--- src/rtl/alu_share_arbiter_if.sv ---
// Requester, response and ALU-side signal bundle for alu_share_arbiter.
// slave = arbiter side, master = requesters/ALU/response-consumer side.
interface alu_share_arbiter_if #(
  parameter int unsigned N    = 32,
  parameter int unsigned NREQ = 2
);
  localparam int unsigned IDW = (NREQ > 1) ? $clog2(NREQ) : 1;

  logic [NREQ-1:0]   REQ_VALID;
  logic [NREQ-1:0]   REQ_READY;
  logic [NREQ*N-1:0] REQ_IN0;
  logic [NREQ*N-1:0] REQ_IN1;
  logic [NREQ*3-1:0] REQ_FUNC3;
  logic [NREQ-1:0]   REQ_SUB;
  logic              RSP_VALID;
  logic              RSP_READY;
  logic [IDW-1:0]    RSP_ID;
  logic [N-1:0]      RSP_DATA;
  logic [N-1:0]      ALU_IN0;
  logic [N-1:0]      ALU_IN1;
  logic [2:0]        ALU_FUNC3;
  logic              ALU_SUB;
  logic              ALU_EN;
  logic [N-1:0]      ALU_OUT;

  modport slave (
    input  REQ_VALID, REQ_IN0, REQ_IN1, REQ_FUNC3, REQ_SUB, RSP_READY, ALU_OUT,
    output REQ_READY, RSP_VALID, RSP_ID, RSP_DATA,
    output ALU_IN0, ALU_IN1, ALU_FUNC3, ALU_SUB, ALU_EN
  );

  modport master (
    output REQ_VALID, REQ_IN0, REQ_IN1, REQ_FUNC3, REQ_SUB, RSP_READY, ALU_OUT,
    input  REQ_READY, RSP_VALID, RSP_ID, RSP_DATA,
    input  ALU_IN0, ALU_IN1, ALU_FUNC3, ALU_SUB, ALU_EN
  );
endinterface

--- src/rtl/alu_share_arbiter.sv ---
// Round-robin arbiter sharing one ALU between NREQ requesters (IDLE -> EXEC -> RESP).
// Optional per-requester grant / conflict counters under `define ALU_ARB_STATS_EN.
module alu_share_arbiter #(
  parameter int unsigned N    = 32,
  parameter int unsigned NREQ = 2
) (
  input  logic                 CLK,
  input  logic                 RST_N,
  alu_share_arbiter_if.slave   bus
`ifdef ALU_ARB_STATS_EN
  ,
  output logic [NREQ*16-1:0]   STAT_GRANTS,
  output logic [15:0]          STAT_CONFLICT
`endif
);
  localparam int unsigned IDW = (NREQ > 1) ? $clog2(NREQ) : 1;

  typedef enum logic [1:0] {ST_IDLE, ST_EXEC, ST_RESP} state_e;

  state_e         state_q, state_d;
  logic [IDW-1:0] last_grant_q;
  logic [IDW-1:0] win_idx, cand;
  logic           win_found, window, hs;

  logic [N-1:0]   op_in0_q, op_in1_q;
  logic [2:0]     op_func3_q;
  logic           op_sub_q;
  logic [IDW-1:0] op_id_q;

  logic           rsp_valid_q;
  logic [IDW-1:0] rsp_id_q;
  logic [N-1:0]   rsp_data_q;

  // Search starts one past the last granted requester and wraps.
  always_comb begin
    win_found = 1'b0;
    win_idx   = '0;
    cand      = '0;
    for (int unsigned k = 1; k <= NREQ; k++) begin
      cand = IDW'((32'(last_grant_q) + k) % NREQ);
      if (!win_found && bus.REQ_VALID[cand]) begin
        win_found = 1'b1;
        win_idx   = cand;
      end
    end
  end

  assign window = (state_q == ST_IDLE) || ((state_q == ST_RESP) && bus.RSP_READY);
  assign hs     = window && win_found;

  always_comb begin
    bus.REQ_READY = '0;
    if (hs) bus.REQ_READY = NREQ'(1) << win_idx;
  end

  always_comb begin
    state_d = state_q;
    case (state_q)
      ST_IDLE: if (hs) state_d = ST_EXEC;
      ST_EXEC: state_d = ST_RESP;
      ST_RESP: if (bus.RSP_READY) state_d = hs ? ST_EXEC : ST_IDLE;
      default: state_d = ST_IDLE;
    endcase
  end

  always_ff @(posedge CLK or negedge RST_N) begin
    if (!RST_N) state_q <= ST_IDLE;
    else        state_q <= state_d;
  end

  always_ff @(posedge CLK or negedge RST_N) begin
    if (!RST_N) begin
      last_grant_q <= IDW'(NREQ - 1);
      op_in0_q     <= '0;
      op_in1_q     <= '0;
      op_func3_q   <= '0;
      op_sub_q     <= 1'b0;
      op_id_q      <= '0;
      rsp_valid_q  <= 1'b0;
      rsp_id_q     <= '0;
      rsp_data_q   <= '0;
    end else begin
      if (hs) begin
        op_in0_q     <= bus.REQ_IN0[win_idx*N +: N];
        op_in1_q     <= bus.REQ_IN1[win_idx*N +: N];
        op_func3_q   <= bus.REQ_FUNC3[win_idx*3 +: 3];
        op_sub_q     <= bus.REQ_SUB[win_idx];
        op_id_q      <= win_idx;
        last_grant_q <= win_idx;
      end
      if (state_q == ST_EXEC) begin
        rsp_valid_q <= 1'b1;
        rsp_data_q  <= bus.ALU_OUT;
        rsp_id_q    <= op_id_q;
      end else if ((state_q == ST_RESP) && bus.RSP_READY) begin
        rsp_valid_q <= 1'b0;
      end
    end
  end

  // Operand regs only change on a handshake, so they also provide the hold value outside EXEC.
  assign bus.ALU_IN0   = op_in0_q;
  assign bus.ALU_IN1   = op_in1_q;
  assign bus.ALU_FUNC3 = op_func3_q;
  assign bus.ALU_SUB   = op_sub_q;
  assign bus.ALU_EN    = (state_q == ST_EXEC);
  assign bus.RSP_VALID = rsp_valid_q;
  assign bus.RSP_ID    = rsp_id_q;
  assign bus.RSP_DATA  = rsp_data_q;

`ifdef ALU_ARB_STATS_EN
  logic [15:0] grants_q [NREQ];
  logic [15:0] conflict_q;

  always_ff @(posedge CLK or negedge RST_N) begin
    if (!RST_N) begin
      for (int unsigned i = 0; i < NREQ; i++) grants_q[i] <= '0;
      conflict_q <= '0;
    end else if (hs) begin
      if (grants_q[win_idx] != '1) grants_q[win_idx] <= grants_q[win_idx] + 16'd1;
      if (($countones(bus.REQ_VALID) > 1) && (conflict_q != '1)) conflict_q <= conflict_q + 16'd1;
    end
  end

  always_comb begin
    STAT_GRANTS = '0;
    for (int unsigned i = 0; i < NREQ; i++) STAT_GRANTS[i*16 +: 16] = grants_q[i];
  end

  assign STAT_CONFLICT = conflict_q;
`endif
endmodule

--- src/flat_wrapper.sv ---
// flat-port wrapper written by rule: the top's interface ports become plain ports
module alu_share_arbiter_flat 
#(
  parameter int unsigned N    = 32,
  parameter int unsigned NREQ = 2
)
  (CLK, RST_N, bus_REQ_VALID, bus_REQ_IN0, bus_REQ_IN1, bus_REQ_FUNC3, bus_REQ_SUB, bus_RSP_READY, bus_ALU_OUT, bus_REQ_READY, bus_RSP_VALID, bus_RSP_ID, bus_RSP_DATA, bus_ALU_IN0, bus_ALU_IN1, bus_ALU_FUNC3, bus_ALU_SUB, bus_ALU_EN);
  alu_share_arbiter_if #(.N(N), .NREQ(NREQ)) bus_i ();
  input  logic CLK;
  input  logic RST_N;
  input wire logic [$bits(bus_i.REQ_VALID)-1:0] bus_REQ_VALID;
  input wire logic [$bits(bus_i.REQ_IN0)-1:0] bus_REQ_IN0;
  input wire logic [$bits(bus_i.REQ_IN1)-1:0] bus_REQ_IN1;
  input wire logic [$bits(bus_i.REQ_FUNC3)-1:0] bus_REQ_FUNC3;
  input wire logic [$bits(bus_i.REQ_SUB)-1:0] bus_REQ_SUB;
  input wire logic [$bits(bus_i.RSP_READY)-1:0] bus_RSP_READY;
  input wire logic [$bits(bus_i.ALU_OUT)-1:0] bus_ALU_OUT;
  output wire logic [$bits(bus_i.REQ_READY)-1:0] bus_REQ_READY;
  output wire logic [$bits(bus_i.RSP_VALID)-1:0] bus_RSP_VALID;
  output wire logic [$bits(bus_i.RSP_ID)-1:0] bus_RSP_ID;
  output wire logic [$bits(bus_i.RSP_DATA)-1:0] bus_RSP_DATA;
  output wire logic [$bits(bus_i.ALU_IN0)-1:0] bus_ALU_IN0;
  output wire logic [$bits(bus_i.ALU_IN1)-1:0] bus_ALU_IN1;
  output wire logic [$bits(bus_i.ALU_FUNC3)-1:0] bus_ALU_FUNC3;
  output wire logic [$bits(bus_i.ALU_SUB)-1:0] bus_ALU_SUB;
  output wire logic [$bits(bus_i.ALU_EN)-1:0] bus_ALU_EN;
  assign bus_i.REQ_VALID = bus_REQ_VALID;
  assign bus_i.REQ_IN0 = bus_REQ_IN0;
  assign bus_i.REQ_IN1 = bus_REQ_IN1;
  assign bus_i.REQ_FUNC3 = bus_REQ_FUNC3;
  assign bus_i.REQ_SUB = bus_REQ_SUB;
  assign bus_i.RSP_READY = bus_RSP_READY;
  assign bus_i.ALU_OUT = bus_ALU_OUT;
  assign bus_REQ_READY = bus_i.REQ_READY;
  assign bus_RSP_VALID = bus_i.RSP_VALID;
  assign bus_RSP_ID = bus_i.RSP_ID;
  assign bus_RSP_DATA = bus_i.RSP_DATA;
  assign bus_ALU_IN0 = bus_i.ALU_IN0;
  assign bus_ALU_IN1 = bus_i.ALU_IN1;
  assign bus_ALU_FUNC3 = bus_i.ALU_FUNC3;
  assign bus_ALU_SUB = bus_i.ALU_SUB;
  assign bus_ALU_EN = bus_i.ALU_EN;
  alu_share_arbiter #(.N(N), .NREQ(NREQ)) u_core (.CLK(CLK), .RST_N(RST_N), .bus(bus_i));
endmodule
--- config.mk ---
export PLATFORM = sky130hd
export DESIGN_NAME = alu_share_arbiter_flat
export DESIGN_NICKNAME = d
export VERILOG_FILES = /design/src/rtl/alu_share_arbiter_if.sv /design/src/rtl/alu_share_arbiter.sv /design/src/flat_wrapper.sv
export SDC_FILE = /design/constraint.sdc
export NUM_CORES = 1
export LEC_CHECK = 0
export BUFFER_PORTS_ARGS = -buffer_cell sky130_fd_sc_hd__buf_2
export CAP_MARGIN = 20
export CORE_ASPECT_RATIO = 1.1
export CORE_MARGIN = 5
export CORE_UTILIZATION = 47
export DETAILED_ROUTE_END_ITERATION = 8
export PLACE_DENSITY = 0.86
export SETUP_SLACK_MARGIN = 0.05
export SYNTH_ARGS = -nofsm -noshare
export SYNTH_HDL_FRONTEND = slang
export SYNTH_SLANG_ARGS = --single-unit
--- constraint.sdc ---
create_clock -name CLK -period 3.9 [get_ports CLK]
set_input_delay 0.195 -clock CLK [delete_from_list [all_inputs] [get_ports CLK]]
set_output_delay 0.195 -clock CLK [all_outputs]
set_load 0.01 [all_outputs]
Yosys cells after proc, flatten, opt, wreduce, memory -nomap -nowiden
Index checks and enable logic that the tools add are counted.

Bits in registers: 106. Input port bits: 173. Logic and storage cells: 49.

$add $sub $neg: 2. Multiply operators: 1. Order comparisons: 3. Eq/ne operators: 4. Shift-type cells: 4. Multiplexer cells: 17. Reductions and logical operators: 8.

Operators with widths (number): $shiftx 64x7->32 (2); $mux 1 (13); $lt 1x2->1 const B (3); $mux 2 (3); $pmux 2 s3 (1); $shiftx 6x4->3 (1); $logic_and 1x1->1 (3); $mul 1x2->3 const B (1); $add 1x1->1 const B (2); $eq 2x1->1 const B (1); $eq 2x2->1 const B (1); $logic_not 2->1 (1); $ne 2x1->1 const B (1); $ne 2x2->1 const B (1); $reduce_and 2->1 (1); $reduce_bool 2->1 (1); $shl 1x1->2 const A (1); $logic_not 1->1 (1); $logic_or 1x1->1 (1).

Longest topological paths before layout
Gate-level depths: netlist of the first run.

Depth in word-level cells: 11. Mapped depth: 6. Gate-level depth less buffers: 3.

Worst setup path after synthesis of the first run
OpenSTA, ideal clock, no wires.

Path type: register to register. Start: register u_core.state_q[0]. End: register u_core.rsp_data_q[23] (netlist: u_core.bus.RSP_DATA[23]). Setup time: 125 ps. Data arrival time: 1526 ps. Required time: 3775 ps. Setup slack: 2249 ps. Stages on the path, launching flop included: 6. Buffers on the path: 2. Clock period less this slack: 1651 ps. Path through: dfrtp_1 buf_2 inv_1 nor2_1 buf_4 mux2_2.

Word-level cells in the longest chain between the ends: 1.

Ends and longest elaborated chain: start: declaration (RTL line alu_share_arbiter.sv:20) `state_e state_q, state_d;`; start signal: assignment (RTL line alu_share_arbiter.sv:68) `else state_q <= state_d;`; $eq 2x1->1; via bus_ALU_EN (RTL line flat_wrapper.sv:26) `output wire logic [$bits(bus_i.ALU_EN)-1:0] bus_ALU_EN;`; end signal: assignment (RTL line alu_share_arbiter.sv:93) `rsp_data_q <= bus.ALU_OUT;`; end: declaration (RTL line alu_share_arbiter.sv:32) `logic [N-1:0] rsp_data_q;`.

The timed path passes the listed nets, and every way through them passes these cells. A chain may end at the register's enable or synchronous reset.

Worst setup path after layout of the first run
Start: register u_core.state_q[0]. End: output bus_REQ_READY[0].

Word-level cells in the longest chain between the ends: 5. Elaborated cells between the ends (all ways): 6. Classes of those cells: eq/ne (1); mux (1); reduce/logical (4).

Ends and longest elaborated chain: $eq 2x2->1 (RTL line alu_share_arbiter.sv:48) `assign window = (state_q == ST_IDLE) || ((state_q == ST_RESP) && bus.RSP_READY);`; $logic_and 1x1->1 (RTL line alu_share_arbiter.sv:48); $logic_or 1x1->1 * (RTL line alu_share_arbiter.sv:48); $logic_and 1x1->1 * (RTL line alu_share_arbiter.sv:49) `assign hs = window && win_found;`; $mux 2 * (RTL line alu_share_arbiter.sv:53) `if (hs) bus.REQ_READY = NREQ'(1) << win_idx;`; end: declaration (RTL line flat_wrapper.sv:18) `output wire logic [$bits(bus_i.REQ_READY)-1:0] bus_REQ_READY;`.

Mark *: on every way between the ends. The rest lies on a longest branch, timed or not.

==> results of run 1 <==
==> layout make-up <==
| class | instances | area [µm²] | share of cell area |
|---|---|---|---|
| clock buffers | 11 | 151.4 | 0.02410 |
| clock inverters | 5 | 67.56 | 0.01075 |
| inverters | 4 | 15.01 | 0.002390 |
| multi-input cells | 182 | 1784 | 0.2840 |
| flip-flops and latches | 106 | 2655 | 0.4226 |
| well taps | 120 | 150.1 | 0.02390 |
| repair buffers | 286 | 1459 | 0.2322 |
==> layer usage <==
layer / global-route usage / vias up
li1: - / 1880
met1: 0.2759 / 2050
met2: 0.4102 / 247
met3: 0.05020 / 33
met4: 0.09804 / 0
met5: 0 / -
==> through the flow <==
stage	cells	cell area [µm²]	worst slack (ns)	utilization	total power (µW)
final	714	6282	1.129	0.6414	4975
after global routing	714	6282	0.9740	0.6414	5267
after CTS	714	6282	1.116	0.6414	5012
after detailed placement	697	6053	1.530	0.6180	4281
after global placement	697	6053	1.595	0.6180	4169
after floorplan	332	4658	2.249	-	3363
==> critical path, stage by stage, from the launching register on <==
cell and delay [ns]:
dfrtp_2 0.66, nor4b_4 0.93, buf_4 0.43, buf_2 0.20
==> cells by family (layout without fill, tap and decap cells) <==
group / after synthesis / count (layout) / synth area share
compound gates: 142 / 142 / 0.2869
buf+inv: 44 / 306 / 0.05211
flops: 106 / 106 / 0.5697
mux: 33 / 33 / 0.07978
simple gates: 7 / 7 / 0.01155
==> worst max path at each step <==
stage	from	endpoint	slack, ns	depth (start not counted)
after floorplan	u_core.state_q[0]	u_core.bus.RSP_DATA[23]	2.25	5
after global routing	u_core.state_q[0]	bus_REQ_READY[0]	0.97	3
final	u_core.state_q[0]	bus_REQ_READY[0]	1.13	3
after CTS	u_core.state_q[0]	bus_REQ_READY[0]	1.12	3
after global placement	u_core.state_q[0]	bus_REQ_READY[0]	1.60	3
after detailed placement	u_core.state_q[0]	bus_REQ_READY[0]	1.53	3
==> cell usage after synthesis, drive strengths merged <==
cell type	instances	area [µm²]
a21oi	2	10.01
a2111oi	1	27.53
o31a	68	595.6
inv	4	15.01
a221o	68	680.7
dfstp	1	26.28
mux2	33	371.6
nand2	1	3.750
a21o	3	22.52
nor4b	1	23.77
dfrtp	105	2628
buf	14	130.1
nor2	2	7.510
clkbuf	26	97.59
nor2b	2	12.51
or3	1	6.260
==> power by group <==
group          leakage, µW  switching [µW]  internal, µW
clock network     0.000112             390           343
logic              0.00173            1120          1140
registers          0.00128             343          1640
==> state kept, by name, indices dropped and copies added, names as in the netlist <==
name and cells:
u_core.bus.RSP_DATA 32, u_core.bus.RSP_VALID 1, u_core.bus.ALU_SUB 1, u_core.bus.RSP_ID 1, u_core.bus.ALU_IN1 32, u_core.state_q 2, u_core.op_id_q 1, u_core.last_grant_q 1
u_core.bus.ALU_IN0 32, u_core.bus.ALU_FUNC3 3
==> timing repair <==
action	in CTS	in global routing
hold buffers	1	0
gates resized for setup	0	0
endpoints found under the hold margin	54	0
==> impl_metrics.yaml, run 1 <==
floorplanning:
  initial_core_util: 0.4756
  dieWidth_um: 104.9
  die_h_um: 114.4
  core_area_mm2: 0.009794
  ios: 278
  fp-row-count: 38
  dieArea_mm2: 0.01200
setup_path:
  crit_type: "flop to output pin"
  crit_path_end_kind: "output pin"
  cp.arrival_ns: 2.58
  reg2reg_from: "u_core.state_q[0]"
  r2r_slack_ns: 1.56
  start_kind: "flop"
  reg2reg_depth: 3
  required_ns: 3.70
  r2r-end: "u_core.bus.ALU_IN1[17]"
  crit_path_max_fanout: 34
final_layout:
  fillers: 744
  final_common_cell: "buf_2"
  nets: 762
  layout-drive-gt1-share: 0.5741
  diodes: 0
  layout_common_cells: "276 x buf_2, 104 x dfrtp_1, 68 x o31a_1, 68 x a221o_1, 33 x mux2_2"
  area_growth_pct: 34.86
clock_tree:
  path_clk_slew_ns: 0.11
  cts_tree: "done"
  cts_buffers: 9
  cts_max_path_buffers: 2
  insertion_delay_ns: 0.36
  post_cts_buffers: 0
  cts-root-buf: "clkbuf_8"
  h-tree-depth: 3
  clock-sinks: 106
route:
  wl_met2_mm: 7.597
  top_layer_used: "met4"
  vias_per_cell: 5.896
  wire_per_inst_um: 20.29
  met3_length_mm: 1.228
  drc: 0
  wl_met1_mm: 5.298
  drtIter0Drc: 271
  ant_nets: 0
  vias: 4210
  drt_pass1_iterations: 4
  wl_mm: 14.48
yosys:
  synthesis.nets: 505
  synthesis.area_mm2: 0.004658
  ys_ff_latch: 106
  seq_area_frac_synth: 0.5697
  syn-mean-instance-area_um2: 14.03
  synth_cell_types: 18
  synthCells: 332
  ys_warn_count: 0
timing:
  final-setup-viol-count: 0
  hold_viol_final: 0
  slew_viol_final: 0
  fin_hold_ws_ns: 0.05178
  timing.final.crit_share: 0.7106
  skew_ns: 0.01589
  worst_pin_slew_ns: 1.009
  fmax_ghz: 0.3608
  setup_tns_ns: 0
  max_slew_margin: 0.3273
  rsz0062_at_grt: "false"
  min_period_ns: 2.771
power:
  powerDensity_mw_per_mm2: 791.9
  peakVddDrop_mv: 0.3227
  p_leak_uw: 0.003128
min_path:
  hold_end: "u_core.bus.ALU_IN0[9]"
  hold_start: "bus_REQ_IN0[41]"
  holdPathStages: 2
  hold_class: "input pin to flop"
place:
  portBuffers: 277
  gp_congestion: 0.8374
  dp_hpwl_mm: 10.67
grt:
  grt.overflow.total: 0
  grt_first_pass_wirelength_mm: 22.62
  grt_max_degree: 76
  track_usage: 0.2330
  grt_pass1_vias: 4426
  antenna_found_initial: 0
outcome:
  status: "complete, no violations"
flow_run:
  drv_cap: 0
Power figures use the tool's default switching activity.
==> run 2, diff against run 1 <==
--- a/config.mk
+++ b/config.mk
@@ -5,13 +5,14 @@
 export SDC_FILE = /design/constraint.sdc
 export NUM_CORES = 1
 export LEC_CHECK = 0
+export ABC_AREA = 1
 export BUFFER_PORTS_ARGS = -buffer_cell sky130_fd_sc_hd__buf_2
 export CAP_MARGIN = 20
 export CORE_ASPECT_RATIO = 1.1
 export CORE_MARGIN = 5
-export CORE_UTILIZATION = 47
+export CORE_UTILIZATION = 45
 export DETAILED_ROUTE_END_ITERATION = 8
-export PLACE_DENSITY = 0.86
+export PLACE_DENSITY = 0.81
 export SETUP_SLACK_MARGIN = 0.05
 export SYNTH_ARGS = -nofsm -noshare
 export SYNTH_HDL_FRONTEND = slang
==> constraint.sdc (replaced) <==
create_clock -name CLK -period 2.9 [get_ports CLK]
set_input_delay 0.145 -clock CLK [delete_from_list [all_inputs] [get_ports CLK]]
set_output_delay 0.145 -clock CLK [all_outputs]
set_load 0.01 [all_outputs]
==> run 2 against run 1 <==
  * Wire length grew 3.6%
  * Total power grew 32%
  * Hold slack lost 0.038 ns
  * Sequential cell count is the same
  * Final cell count grew 53%
  * Combinational power grew 24%
  * Non-clock buffer count grew 3
  * First-iteration DRC count grew 23%
  * Critical path depth grew 4
  * Cell area grew 8.0%
  * Synthesized cell count grew 100%
  * Largest power group unchanged
==> impl_metrics.yaml, run 2 <==
route:
  drtIter0Drc: 333
  met3_length_mm: 1.167
  wire_per_inst_um: 13.78
  ant_nets: 0
  top_layer_used: "met5"
  vias_per_cell: 4.768
  drc: 0
  drt_pass1_iterations: 5
  wl_met2_mm: 7.355
  vias: 5192
  wl_met1_mm: 6.155
  wl_mm: 15.00
timing:
  setup_tns_ns: 0
  slew_viol_final: 0
  fmax_ghz: 0.5582
  setup_slack_ns: 1.109
  final-setup-viol-count: 0
  rsz0062_at_grt: "false"
  max_slew_margin: 0.5353
  min_period_ns: 1.791
  hold_viol_final: 0
  skew_ns: 0.009930
  worst_pin_slew_ns: 0.6970
  timing.final.crit_share: 0.6177
floorplanning:
  ios: 278
  die_h_um: 120.5
  dieWidth_um: 110.5
  dieArea_mm2: 0.01332
  initial_core_util: 0.4580
  core_area_mm2: 0.01091
  fp-row-count: 40
min_path:
  hold_class: "input pin to flop"
yosys:
  syn-mean-instance-area_um2: 7.360
  ys_top_cells_by_count: "443 x nand2_1, 105 x dfrtp_1, 69 x nand3_1"
  synthCells: 679
  synth_largest_area_cell: "dfrtp_1"
  netlist_top_cells_area: "dfrtp_1 53%, nand2_1 33%, nand3_1 6.9%, buf_2 2.8%, buf_6 0.68%"
  synthesis.area_mm2: 0.004997
  seq_area_frac_synth: 0.5310
  synth_most_common_cell: "nand2_1"
  synth_edf_count: 0
  synthArstFlopShare: 1.000
  ys_ff_latch: 106
  synth_cell_types: 15
  synthesis.nets: 852
  synth_top_area_share: 0.5258
  ys_warn_count: 0
  synth_ff_type: "dfrtp_1"
grt:
  grt_first_pass_wirelength_mm: 24.11
  grt_pass1_vias: 5026
  antenna_found_initial: 2
  grt_max_degree: 69
  track_usage: 0.2197
  grt.overflow.total: 0
setup_path:
  crit_path_end_kind: "flop"
  critPathBufInv: 1
  cp.arrival_ns: 2.06
  crit_slowest_cell: "dfstp_2"
  crit_path_max_fanout: 50
  required_ns: 3.17
  r2r_slack_ns: 1.11
  start_kind: "flop"
  crit_type: "flop to flop"
  max_stage_delay_ns: 0.53
  cp_top_family: "simple AND/OR/NAND/NOR gates"
  cpMostUsedCell: "nand2_1"
  cp_cell_sequence: "nand2_2 -> nand2_2 -> buf_4 -> nand2_1 -> nand2_1 -> nand2_1 -> nand2_1"
clock_tree:
  cts_buffers: 9
  clock-sinks: 106
  insertion_delay_ns: 0.33
  cts_hold_buf: 5
  post_cts_buffers: 0
  path_clk_slew_ns: 0.07
  cts-root-buf: "clkbuf_16"
  cts_max_path_buffers: 2
  h-tree-depth: 3
  cts_resized: 0
  cts_tree: "done"
outcome:
  status: "complete, no violations"
power:
  p_sw_frac: 0.4051
  power_frac_comb: 0.426
  p_sw_uw: 2661
  p_leak_uw: 0.004184
  p_int_uw: 3907
  powerDensity_mw_per_mm2: 967.8
  seqPwrFrac: 0.388
  peakVddDrop_mv: 0.4928
  clkPwrFrac: 0.185
final_layout:
  final_common_cell: "nand2_1"
  nets: 1110
  layout-drive-gt1-share: 0.3312
  area_growth_pct: 35.80
  layout_common_cells: "443 x nand2_1, 276 x buf_2, 105 x dfrtp_1"
  diodes: 0
place:
  dp_hpwl_mm: 10.90
  pre_cts_slack_ns: 1.102
  portBuffers: 277
  gp_congestion: 0.8515
flow_run:
  drv_cap: 0
-- run 2: path summary, 6_finish.rpt --
path | startpoint | endpoint | cells past startpoint
max | u_core.last_grant_q | u_core.bus.ALU_IN1[30] | 7
min | bus_ALU_OUT[7] | u_core.bus.RSP_DATA[7] | 3
max reg2reg | u_core.last_grant_q | u_core.bus.ALU_IN1[30] | 7
min reg2reg | u_core.bus.RSP_DATA[28] | u_core.bus.RSP_DATA[28] | 2
max in group asynchronous | RST_N | u_core.last_grant_q | 3
min in group asynchronous | RST_N | u_core.bus.RSP_DATA[8] | 2
-- run 2: layout make-up --
cell class	count	area [µm²]
timing repair buffer	289	1529
inverter	6	22.52
sequential	106	2654
clock buffer	10	229.0
multi-input combinational	525	2095
fill	1012	4124
tap	147	183.9
clock inverter	6	73.82
-- run 2: stage by stage --
stage	power (µW)	util	cells	instance area, µm²	hold WS (ns)
after global routing	7090	0.6220	1089	6787	0.005903
after detailed placement	5404	0.5897	1068	6434	0.2237
after CTS	6656	0.6220	1089	6787	0.002894
after global placement	5322	0.5897	1068	6434	0.2207
after floorplan	4182	-	679	4997	-0.1506
final	6568	0.6220	1089	6787	0.01427
-- run 2: cells by family (layout without fill, tap and decap cells) --
logic type	Yosys count	in the layout	share of synthesized area
AND/OR/NAND/NOR	523	523	0.4171
flip-flops	106	106	0.5310
buffers and inverters	48	311	0.04982
AO/OA/AOI/OAI	2	2	0.002003
-- run 2: per-layer routing --
layer,GRT usage,vias up
li1,-,2600
met1,0.2755,2347
met2,0.3759,215
met3,0.05305,26
met4,0.07005,4
met5,0,-
-- run 2: power groups by stage --
stage / registers [µW] / logic, µW / clock network, µW
2_1_floorplan: 2890 / 1290 / 0
3_3_place_gp: 2550 / 2780 / 0
3_5_place_dp: 2560 / 2850 / 0
4_1_cts: 2550 / 2850 / 1250
5_1_grt: 2640 / 3140 / 1310
6_report: 2550 / 2800 / 1220
-- run 2: tightest hold or removal path, stage by stage --
cell and delay, ns:
buf_2 0.07, nand2_1 0.04, nand2_1 0.06
==> run 3, diff against run 2 <==
==> constraint.sdc (replaced) <==
create_clock -name CLK -period 1.7 [get_ports CLK]
set_input_delay 0.085 -clock CLK [delete_from_list [all_inputs] [get_ports CLK]]
set_output_delay 0.085 -clock CLK [all_outputs]
set_load 0.01 [all_outputs]
==> run 3 against run 2 <==
  * Total power rose by 74%
  * Critical path type is now flop to output pin
  * First-iteration DRC count rose by 24%
  * Die area did not move
  * Sequential power rose by 73%
  * Highest routed layer is now met4
  * Via count rose by 4.3%
  * Register-to-register slack got worse by 0.73 ns
  * Largest power group unchanged
  * Sequential share of layout area fell by 2.0 points
  * Utilization rose by 3.3 points
  * Wire length rose by 9.5%
  * The run now ends with hold timing left
  * Sequential cell count did not move
  * Critical endpoint is now bus_REQ_READY[0]
==> impl_metrics.yaml, run 3 (synthesis gave the netlist of run 2 again) <==
floorplanning:
  fp-row-count: 40
  die_h_um: 120.5
  initial_core_util: 0.4580
  core_area_mm2: 0.01091
  dieWidth_um: 110.5
  ios: 278
  dieArea_mm2: 0.01332
clock_tree:
  cts_buffers: 9
  cts_max_path_buffers: 2
  insertion_delay_ns: 0.33
  path_clk_slew_ns: 0.07
  cts-root-buf: "clkbuf_16"
  clock-sinks: 106
  cts_tree: "done"
  h-tree-depth: 3
min_path:
  hold_end: "u_core.bus.RSP_DATA[29]"
  holdPathStages: 3
  hold_class: "input pin to flop"
  hold_start: "bus_ALU_OUT[29]"
setup_path:
  cp_top_family: "flip-flops"
  crit_path_end_kind: "output pin"
  r2r-end: "u_core.bus.ALU_IN1[29]"
  critPathBufInv: 3
  crit_slowest_cell: "dfstp_2"
  crit_type: "flop to output pin"
  reg2reg_depth: 6
  crit_path_max_fanout: 14
  start_kind: "flop"
  max_stage_delay_ns: 0.54
  cp_cell_sequence: "nand2_2 -> nand2_4 -> buf_12 -> inv_2 -> nor2_1 -> buf_2"
  cp.arrival_ns: 1.45
  r2r_slack_ns: 0.38
  reg2reg_from: "u_core.state_q[1]"
  required_ns: 1.62
grt:
  grt_pass1_vias: 5126
  grt_max_degree: 72
  grt.overflow.total: 0
  track_usage: 0.2383
  grt_first_pass_wirelength_mm: 25.95
  antenna_found_initial: 0
power:
  peakVddDrop_mv: 0.6859
  p_leak_uw: 0.004354
  powerDensity_mw_per_mm2: 1596
timing:
  skew_ns: 0.006687
  worst_pin_slew_ns: 0.4228
  hold_viol_final: 1
  final-setup-viol-count: 0
  timing.final.crit_share: 0.9034
  fin_hold_ws_ns: -0.008588
  fmax_ghz: 0.6511
  setup_tns_ns: 0
  slew_viol_final: 0
  max_slew_margin: 0.7181
  rsz0062_at_grt: "false"
  min_period_ns: 1.536
final_layout:
  diodes: 0
  fin_util: 0.6552
  final_common_cell: "nand2_1"
  nets: 1145
  area_growth_pct: 43.04
  layout-drive-gt1-share: 0.3279
  layout_common_cells: "443 x nand2_1, 276 x buf_2, 105 x dfrtp_1"
route:
  vias_per_cell: 4.824
  drtIter0Drc: 414
  drc: 0
  wl_mm: 16.42
  drt_pass1_iterations: 5
  wire_per_inst_um: 14.62
  vias: 5417
  ant_nets: 0
place:
  portBuffers: 277
  gp_congestion: 0.8535
  dp_hpwl_mm: 11.16
flow_run:
  drv_cap: 0
outcome:
  violations: "hold timing"
  status: "finished, violations left"
run 3: cell count changes in the layout (fill, tap and decap cells not counted), sizes merged:
cell and delta:
buf +8, clkbuf +1, clkinv +2, clkinvlp -1
dlygate4sd3 +26, inv -2
run 3: worst reg2reg max path: cells and delay by family, from the launching register on:
kind	cells	cell delay, ns
flip-flops	1	0.43
AND/OR/NAND/NOR	5	0.51
buffers and inverters	1	0.33
run 3: timing repair:
| item | CTS | global route |
|---|---|---|
| setup buffers | 0 | 1 |
| pin swaps | 0 | 1 |
| endpoints found under the setup margin | 2 | 2 |
| gates resized for setup | 1 | 4 |
| gates cloned | 0 | 1 |
| endpoints found under the hold margin | 135 | 0 |
| hold buffers | 31 | 0 |
run 3: worst max-delay path by stage:
stage | depth (start not counted) | end | from
after floorplan | 7 | u_core.bus.ALU_IN1[28] | u_core.last_grant_q
after global placement | 5 | bus_REQ_READY[1] | u_core.last_grant_q
after detailed placement | 5 | bus_REQ_READY[1] | u_core.last_grant_q
after CTS | 5 | bus_REQ_READY[1] | u_core.last_grant_q
after global routing | 6 | bus_REQ_READY[0] | u_core.last_grant_q
final | 6 | bus_REQ_READY[0] | u_core.last_grant_q
run 3: power breakdown:
part           internal (µW)  total [µW]  switching (µW)
Sequential              3730        4400             668
Clock                   1130        2000             870
Combinational           1920        5010            3090
run 3: cell type report:
type / count / area [µm²]
Clock inverter: 5 / 56.30
Clock buffer: 10 / 229.0
Inverter: 6 / 22.52
Tap cell: 147 / 183.9
Multi-Input combinational cell: 525 / 2100
Fill cell: 928 / 3762
Sequential cell: 106 / 2654
Timing Repair Buffer: 324 / 1903
run 3: through the flow:
stage / hold WS, ns / cells / total power (µW) / setup slack [ns] / area (µm²)
after floorplan: -0.2106 / 679 / 7134 / 0.4978 / 4997
after global placement: 0.1300 / 1075 / 9143 / 0.3604 / 6499
after detailed placement: 0.1359 / 1075 / 9268 / 0.3326 / 6499
after CTS: 0.001629 / 1121 / 11370 / 0.05119 / 7098
after global routing: 0.006763 / 1123 / 12280 / 0.04728 / 7148
final: -0.008588 / 1123 / 11410 / 0.1642 / 7148
run 3: per-layer routing:
layer | up-vias | track usage | wire length, µm | share of wire
met5 | - | 0 | 0 | 0
met2 | 269 | 0.4021 | 8084 | 0.49
met4 | 0 | 0.08545 | 431 | 0.026
met3 | 34 | 0.06006 | 1304 | 0.079
li1 | 2659 | - | - | -
met1 | 2455 | 0.2981 | 6600 | 0.40
